## config.mk

```make
export PLATFORM = sky130hd
export DESIGN_NAME = div_unit
export DESIGN_NICKNAME = d
export VERILOG_FILES = /design/src/rtl/div_pkg.sv /design/src/rtl/div_step.sv /design/src/rtl/div_unit.sv
export SDC_FILE = /design/constraint.sdc
export NUM_CORES = 1
export LEC_CHECK = 0
export BUFFER_PORTS_ARGS = -buffer_cell sky130_fd_sc_hd__buf_2
export CORE_MARGIN = 1
export CORE_UTILIZATION = 45
export CTS_CLUSTER_SIZE = 12
export DETAILED_ROUTE_END_ITERATION = 8
export HOLD_SLACK_MARGIN = 0.06
export PLACE_DENSITY = 0.71
export SETUP_SLACK_MARGIN = 0.15
export SYNTH_ARGS = -nofsm -noshare
export SYNTH_HDL_FRONTEND = slang
export SYNTH_SLANG_ARGS = --single-unit
```

## constraint.sdc

```tcl
create_clock -name clk -period 6 [get_ports clk]
set_input_delay 1.2 -clock clk [delete_from_list [all_inputs] [get_ports clk]]
set_output_delay 1.2 -clock clk [all_outputs]
set_load 0.01 [all_outputs]
```

## src/rtl/div_pkg.sv

```systemverilog
// Shared encodings for the iterative divider: operation codes and FSM states.
package div_pkg;

  typedef enum logic [1:0] {
    DIVOP_DIV  = 2'b00,
    DIVOP_DIVU = 2'b01,
    DIVOP_REM  = 2'b10,
    DIVOP_REMU = 2'b11
  } divop_e;

  typedef enum logic [1:0] {
    S_IDLE = 2'b00,
    S_CALC = 2'b01,
    S_FIX  = 2'b10,
    S_DONE = 2'b11
  } state_e;

endpackage

```

## src/rtl/div_step.sv

```systemverilog
// One restoring-division step: shift in the next dividend bit, trial-subtract the divisor.
module div_step #(
  parameter int XLEN = 32
) (
  input  logic [XLEN-1:0] rem,
  input  logic            dvd_msb,
  input  logic [XLEN-1:0] dsr,
  output logic [XLEN-1:0] rem_next,
  output logic            q_bit
);

  logic [XLEN:0]   trial;
  logic [XLEN+1:0] diff;

  // Extra guard bit keeps the borrow even if the partial remainder ever reaches dsr.
  assign trial    = {rem, dvd_msb};
  assign diff     = {1'b0, trial} - {2'b00, dsr};
  assign q_bit    = ~diff[XLEN+1];
  assign rem_next = q_bit ? diff[XLEN-1:0] : trial[XLEN-1:0];

endmodule

```

## src/rtl/div_unit.sv

```systemverilog
// Iterative radix-2 restoring divider for DIV/DIVU/REM/REMU, one quotient bit per clock.
module div_unit
  import div_pkg::*;
#(
  parameter int XLEN  = 32,
  parameter int CNT_W = 6
) (
  input  logic            clk,
  input  logic            rst_n,
  input  logic            start,
  input  logic [1:0]      DivOp,
  input  logic [XLEN-1:0] A,
  input  logic [XLEN-1:0] B,
  output logic            busy,
  output logic            done,
  output logic [XLEN-1:0] Res
);

  localparam logic [XLEN-1:0] MIN_NEG = {1'b1, {(XLEN-1){1'b0}}};

  state_e            state_reg;
  divop_e            op_reg;
  logic [CNT_W-1:0]  cnt_reg;
  logic [XLEN-1:0]   rem_reg;
  logic [XLEN-1:0]   dvd_reg;
  logic [XLEN-1:0]   dsr_reg;
  logic              q_neg_reg;
  logic              r_neg_reg;
  logic [XLEN-1:0]   res_reg;
  logic              done_reg;
  logic              busy_reg;

  logic              signed_op;
  logic [XLEN-1:0]   a_abs;
  logic [XLEN-1:0]   b_abs;
  logic              b_zero;
  logic              ovf;
  logic [XLEN-1:0]   step_rem;
  logic              step_q;
  logic [XLEN-1:0]   q_fix;
  logic [XLEN-1:0]   r_fix;

  // DIV and REM have a zero in bit 0 of their encoding.
  assign signed_op = ~DivOp[0];
  assign a_abs     = (signed_op && A[XLEN-1]) ? (~A + 1'b1) : A;
  assign b_abs     = (signed_op && B[XLEN-1]) ? (~B + 1'b1) : B;
  assign b_zero    = (B == '0);
  assign ovf       = signed_op && (A == MIN_NEG) && (B == '1);

  div_step #(.XLEN(XLEN)) u_step (
    .rem      (rem_reg),
    .dvd_msb  (dvd_reg[XLEN-1]),
    .dsr      (dsr_reg),
    .rem_next (step_rem),
    .q_bit    (step_q)
  );

  // The dividend register doubles as the quotient: q bits enter as dividend bits leave.
  assign q_fix = q_neg_reg ? (~dvd_reg + 1'b1) : dvd_reg;
  assign r_fix = r_neg_reg ? (~rem_reg + 1'b1) : rem_reg;

  always_ff @(posedge clk or negedge rst_n) begin
    if (!rst_n) begin
      state_reg <= S_IDLE;
      op_reg    <= DIVOP_DIV;
      cnt_reg   <= '0;
      rem_reg   <= '0;
      dvd_reg   <= '0;
      dsr_reg   <= '0;
      q_neg_reg <= 1'b0;
      r_neg_reg <= 1'b0;
      res_reg   <= '0;
      done_reg  <= 1'b0;
      busy_reg  <= 1'b0;
    end else begin
      case (state_reg)
        S_IDLE: begin
          if (start) begin
            op_reg   <= divop_e'(DivOp);
            cnt_reg  <= '0;
            busy_reg <= 1'b1;
            dsr_reg  <= b_abs;
            if (b_zero) begin
              dvd_reg   <= '1;
              rem_reg   <= A;
              q_neg_reg <= 1'b0;
              r_neg_reg <= 1'b0;
              state_reg <= S_FIX;
            end else if (ovf) begin
              dvd_reg   <= MIN_NEG;
              rem_reg   <= '0;
              q_neg_reg <= 1'b0;
              r_neg_reg <= 1'b0;
              state_reg <= S_FIX;
            end else begin
              dvd_reg   <= a_abs;
              rem_reg   <= '0;
              q_neg_reg <= signed_op & (A[XLEN-1] ^ B[XLEN-1]);
              r_neg_reg <= signed_op & A[XLEN-1];
              state_reg <= S_CALC;
            end
          end
        end
        S_CALC: begin
          rem_reg <= step_rem;
          dvd_reg <= {dvd_reg[XLEN-2:0], step_q};
          cnt_reg <= cnt_reg + 1'b1;
          if (cnt_reg == CNT_W'(XLEN-1)) begin
            state_reg <= S_FIX;
          end
        end
        S_FIX: begin
          res_reg   <= op_reg[1] ? r_fix : q_fix;
          done_reg  <= 1'b1;
          state_reg <= S_DONE;
        end
        S_DONE: begin
          done_reg  <= 1'b0;
          busy_reg  <= 1'b0;
          state_reg <= S_IDLE;
        end
        default: begin
          done_reg  <= 1'b0;
          busy_reg  <= 1'b0;
          state_reg <= S_IDLE;
        end
      endcase
    end
  end

  assign busy = busy_reg;
  assign done = done_reg;
  assign Res  = res_reg;

endmodule

```

==> reports/results.tsv, run 1 <==
stage	metric	value	unit
clocking	worstSkewPairLatency	0.43	ns
outcome	outcome	finished, final reports clean	
yosys	synthTopCellsByArea	dfrtp_1 31%, nand2_1 6.7%, xor2_1 5.7%, xnor2_1 5.1%, ha_1 4.6%	
clocking	post_cts_buffers	0	
yosys	synth-edff-count	0	
yosys	synth.most_common_cell	nand2_1	
drt	drtAntennaViolNets	0	
power_and_ir_drop	p_total	0.00800	W
grt	grt_max_degree	87	
timing	setup_viol	0	
floorplan	start_util	0.462	
cells_and_area	antenna_cells	0	
timing	hold_slack	0.479	ns
yosys	yosys-top-cells-count	202 x nand2_1, 141 x dfrtp_1, 95 x a21oi_1	
yosys	synth_top_area_cell	dfrtp_1	
timing	rsz0062_at_grt	false	
floorplan	core	0.0245	sq mm
setup_path	critPathMaxFanout	25	
clocking	h-tree-depth	4	
setup_path	arrival	4.31	ns
drt	routed_wl	31.8	mm
floorplan	die_x	161	um
clocking	hold_buffers	0	
yosys	syn_avg_cell_area	7.95	sq um
drt	dr.pass1.iters	5	
clocking	clkSlewWorstSetupHoldPaths	0.06	ns
clocking	cts_resized	0	
timing	finalSetupTns	0	ns
yosys	syn_nets	1537	
timing	skew	0.00781	ns
cells_and_area	final_layout_size_suffix_gt1_frac	0.117	
yosys	async_flop_share	1.00	
cells_and_area	layout.nets	1582	
yosys	yosysTopAreaCellShare	0.311	
timing	relSlewSlack	0.235	
placed_design	gp_congestion	0.944	
power_and_ir_drop	powerDensity	634	mW/mm^2
timing	fin_crit	3.95	ns
clocking	cts_buffers	17	
timing	fin_crit_sh	0.658	
power_and_ir_drop	p_leak	5.34	nW
floorplan	row_count	57	
timing	hold_viol_final	0	
drt	drt-initial-drc-count	827	
grt	grt_overflow	0	
power_and_ir_drop	irDropWorstVdd	0.298	mV
placed_design	dp_hpwl	24.1	mm
floorplan	die_area	0.0258	sq mm
setup_path	cp-end-kind	flop	
timing	worst_pin_slew	1.14	ns
timing	maxSlewViolCount	0	
grt	track_usage	0.250	
drt	route.vias.total	10500	
yosys	syn_area	0.0113	sq mm
yosys	yosysWarningCount	0	
grt	grt_pass1_vias	9729	
setup_path	worstSetupPathType	in2reg	
grt	grt_pass1_wl	51.4	mm
run	max_cap_violations	0	
cells_and_area	area_delta_synth_final	11.4	%
clocking	clock-sinks	141	
floorplan	ioPinCount	103	
yosys	ys_seq_area_frac	0.311	
yosys	synthFlopType	dfrtp_1	
floorplan	die_height	161	um
yosys	synth.distinct_cells	80	
yosys	synth.ff_latch_count	141	
clocking	root_buffer	clkbuf_16	
setup_path	cp-start-kind	primary input	
clocking	clock_path_buffers	2	
grt	antenna_found_initial	0	
drt	wl_per_cell	17.6	um
clocking	cts_tree	done	
drt	routed_via_density	5.82	
cells_and_area	post-route-util	0.515	
min_path	hold_class	reg2reg	
drt	drc_errors	0	
yosys	syn-instance-count	1425	
timing	max_freq	0.253	GHz
setup_path	cp.required	6.37	ns
placed_design	io_buffer_count	102	
[through the flow]
stage | area (sq um) | cells | worst slack, ns
2_1_floorplan | 11300 | 1425 | 2.51
3_3_place_gp | 12000 | 1775 | 1.77
3_5_place_dp | 12000 | 1775 | 1.69
4_1_cts | 12600 | 1806 | 2.10
5_1_grt | 12600 | 1806 | 1.70
6_report | 12600 | 1806 | 2.05
[layer usage]
metal  global-route usage  up-vias  routed length (um)
li1                     -     5201                   -
met1                0.356     4946               15100
met2                0.396      331               14200
met3               0.0318       39                1950
met4               0.0738        0                 524
met5                    0        -                   0
[cell families after synthesis]
group	Yosys count	synth area share
flip-flops	141	0.311
AO/OA/AOI/OAI	417	0.233
buffers and inverters	157	0.0533
adder cells (fa/ha/maj)	43	0.0481
multiplexers	42	0.0389
AND/OR/NAND/NOR	485	0.207
XOR/XNOR	140	0.108
[cell type report]
cell class	instances	area, sq um
multi-input cells	1127	7240
well taps	324	405
clock inverters	8	140
fillers	2397	11900
repair buffers	112	592
clock buffers	23	458
inverters	71	267
flip-flops and latches	141	3530
[power breakdown]
part,total (W),internal [W],switching [W]
clock network,0.00111,0.000702,0.000411
registers,0.00201,0.00142,0.000590
logic,0.00488,0.00199,0.00290
[path summary, 6_finish.rpt]
path	from	endpoint	slack, ns	depth (start not counted)
max	B[10]	rem_reg[11]	2.05	10
min	dsr_reg[13]	dsr_reg[13]	0.48	2
max reg2reg	rem_reg[3]	rem_reg[1]	2.05	10
min reg2reg	dsr_reg[13]	dsr_reg[13]	0.48	2
max in group asynchronous	rst_n	dsr_reg[28]	3.87	2
min in group asynchronous	rst_n	Res[2]	0.81	1
[layout by cell type (no fill, tap or decap), types with 22 or more instances in the layout]
| cell type | count |
|---|---|
| nor3_1 | 28 |
| xnor2_1 | 66 |
| a21oi_1 | 95 |
| nand2_1 | 201 |
| dfrtp_1 | 141 |
| inv_1 | 71 |
| nand4_1 | 22 |
| buf_2 | 101 |
| mux2i_1 | 29 |
| nand2b_1 | 23 |
| o211ai_1 | 23 |
| nor2_1 | 90 |
| xor2_1 | 74 |
| ha_1 | 40 |
| o21ai_0 | 66 |
| o31ai_1 | 32 |
| o21ai_1 | 75 |
| nand3_1 | 22 |
[critical path: stages]
cell	delay (ns)
buf_2	0.14
or4_1	0.55
or3_1	0.41
nor2_1	0.17
nand4_1	0.28
nor4_4	0.81
buf_4	0.42
nand2_1	0.11
nand2_1	0.09
o22a_1	0.13
Power figures use the tool's default switching activity.
==> run 2, diff against run 1 <==
==> constraint.sdc (replaced) <==
create_clock -name clk -period 4.1 [get_ports clk]
set_input_delay 0.82 -clock clk [delete_from_list [all_inputs] [get_ports clk]]
set_output_delay 0.82 -clock clk [all_outputs]
set_load 0.01 [all_outputs]
==> run 2 against run 1 <==
Effect of this change: clock-buffer cell count fell by 5; via count is 0.24% lower; critical path depth grew 1; final area grew 1.4%; final cell count increased by 0.55%; die area unchanged; combinational power up 48%; register-to-register slack worse by 1.4 ns; routed wire length is 0.32% higher; total power rose by 49%; sequential share of layout area fell by 0.38 points.
==> reports/results.tsv, run 2 (synthesis results as in run 1) <==
stage	metric	value	unit	change
clocking	hold_buffers	0		unchanged
grt	grt_overflow	0		unchanged
cells_and_area	final_cell_mix	201 x nand2_1, 141 x dfrtp_1, 101 x buf_2		unchanged
placed_design	dpl_worst_slack	0.477	ns	was 1.69 ns
min_path	hold_class	in2async		was reg2reg
drt	drt-initial-drc-count	796		was 827
cells_and_area	final_common_cell	nand2_1		unchanged
timing	skew	0.00919	ns	was 0.00781 ns
drt	routed_via_density	5.78		was 5.82
timing	maxSlewViolCount	0		unchanged
setup_path	worstSetupPathType	reg2reg		was in2reg
placed_design	placed_area	0.0121	sq mm	was 0.0120 sq mm
drt	wl_per_cell	17.5	um	was 17.6 um
placed_design	dp_hpwl	24.6	mm	was 24.1 mm
cells_and_area	multiInputGateArea	0.00724	sq mm	unchanged
drt	drtAntennaViolNets	0		unchanged
floorplan	die_x	161	um	unchanged
drt	drc_errors	0		unchanged
setup_path	critPathMaxFanout	25		unchanged
clocking	clock_path_buffers	2		unchanged
drt	route.vias.total	10500		about the same
clocking	worstSkewPairLatency	0.43	ns	about the same
timing	fin_crit_sh	0.839		
drt	routed_wl	31.9	mm	was 31.8 mm
clocking	cts_tree	done		unchanged
placed_design	gp_congestion	0.886		was 0.944
timing	hold_viol_final	0		unchanged
grt	grt_pass1_wl	51.4	mm	unchanged
outcome	outcome	finished, final reports clean		unchanged
clocking	clkSlewWorstSetupHoldPaths	0.06	ns	about the same
clocking	cts_resized	0		unchanged
clocking	cts_buffers	17		unchanged
grt	grt_pass1_vias	9570		was 9729
cells_and_area	antenna_cells	0		unchanged
floorplan	die_area	0.0258	sq mm	unchanged
clocking	post_cts_buffers	0		unchanged
timing	relSlewSlack	0.194		was 0.235
setup_path	cp-start-kind	flop		was primary input
setup_path	arrival	3.77	ns	was 4.31 ns
floorplan	start_util	0.462		unchanged
power_and_ir_drop	p_total	0.0119	W	was 0.00800 W
power_and_ir_drop	powerDensity	932	mW/mm^2	was 634 mW/mm^2
timing	finalSetupTns	0	ns	unchanged
placed_design	io_buffer_count	102		unchanged
setup_path	cp-end-kind	flop		unchanged
cells_and_area	stdcell_area	0.0128	sq mm	was 0.0126 sq mm
cells_and_area	regArea	0.00353	sq mm	unchanged
timing	setup_viol	0		unchanged
drt	dr.pass1.iters	5		unchanged
timing	worst_pin_slew	1.20	ns	was 1.14 ns
cells_and_area	fillers	2411		was 2397
run	max_cap_violations	0		unchanged
floorplan	ioPinCount	103		unchanged
clocking	h-tree-depth	4		unchanged
floorplan	core	0.0245	sq mm	unchanged
clocking	root_buffer	clkbuf_16		unchanged
cells_and_area	area_delta_synth_final	13.0	%	was 11.4%
clocking	clock-sinks	141		unchanged
grt	grt_max_degree	68		was 87
timing	fin_crit	3.44	ns	
floorplan	die_height	161	um	unchanged
grt	track_usage	0.251		was 0.250
setup_path	cp.required	4.43	ns	was 6.37 ns
timing	layout_setup_ws	0.660	ns	was 2.05 ns
power_and_ir_drop	p_leak	5.42	nW	was 5.34 nW
timing	max_freq	0.291	GHz	
cells_and_area	layout.nets	1594		was 1582
timing	rsz0062_at_grt	false		unchanged
power_and_ir_drop	irDropWorstVdd	0.323	mV	was 0.298 mV
cells_and_area	final_layout_size_suffix_gt1_frac	0.127		was 0.117
floorplan	row_count	57		unchanged
grt	antenna_found_initial	0		unchanged
==> run 2: changes by cell type in the layout (fill, tap and decap cells not counted), sizes merged <==
cell,change
clkinv,-1
bufinv,+2
clkbuf,-5
clkinvlp,+2
buf,+12
==> run 2: cell type report <==
cell class,count,area share
multi-input cells,1127,0.565
flip-flops and latches,141,0.276
repair buffers,124,0.0552
clock buffers,18,0.0343
well taps,324,0.0317
inverters,71,0.0208
clock inverters,11,0.0170
==> run 2: final timing paths <==
check,startpoint,to,slack [ns],cells after the start
max in group asynchronous,rst_n,cnt_reg[1],2.96,2
min,rst_n,Res[2],0.38,1
max reg2reg,rem_reg[17],rem_reg[0],0.66,11
max,rem_reg[17],rem_reg[0],0.66,11
min in group clk,dsr_reg[10],dsr_reg[10],0.48,2
min reg2reg,dsr_reg[10],dsr_reg[10],0.48,2
==> run 2: critical path: stages (launching register included) <==
cell and delay (ns):
dfrtp_1 0.48, ha_1 0.44, a21oi_1 0.21, o21ai_1 0.16, a21oi_1 0.28, o21ai_0 0.14, and3_1 0.21, a21oi_1 0.35
a21o_1 0.17, buf_4 0.35, mux2_1 0.37, o221ai_1 0.16
==> run 2: metal layers <==
metal / vias up / global-route usage / wire [um]
met4: 0 / 0.0703 / 548
met2: 334 / 0.396 / 14500
met3: 42 / 0.0320 / 1910
met5: - / 0 / 0
met1: 4898 / 0.360 / 14900
li1: 5218 / - / -
==> run 2: report_power, final <==
part | switching (W) | leakage (nW) | internal, W
Clock | 0.000613 | 0.314 | 0.00115
Sequential | 0.000870 | 1.73 | 0.00208
Combinational | 0.00427 | 3.38 | 0.00297
Total | 0.00575 | 5.42 | 0.00619
==> run 2: metrics by stage <==
stage | std cells | hold WS, ns | util
final | 1816 | 0.384 | 0.522
after global routing | 1816 | 0.428 | 0.522
after CTS | 1816 | 0.399 | 0.522
after detailed placement | 1787 | 0.470 | 0.495
after global placement | 1787 | 0.461 | 0.495
after floorplan | 1425 | 0.450 | -
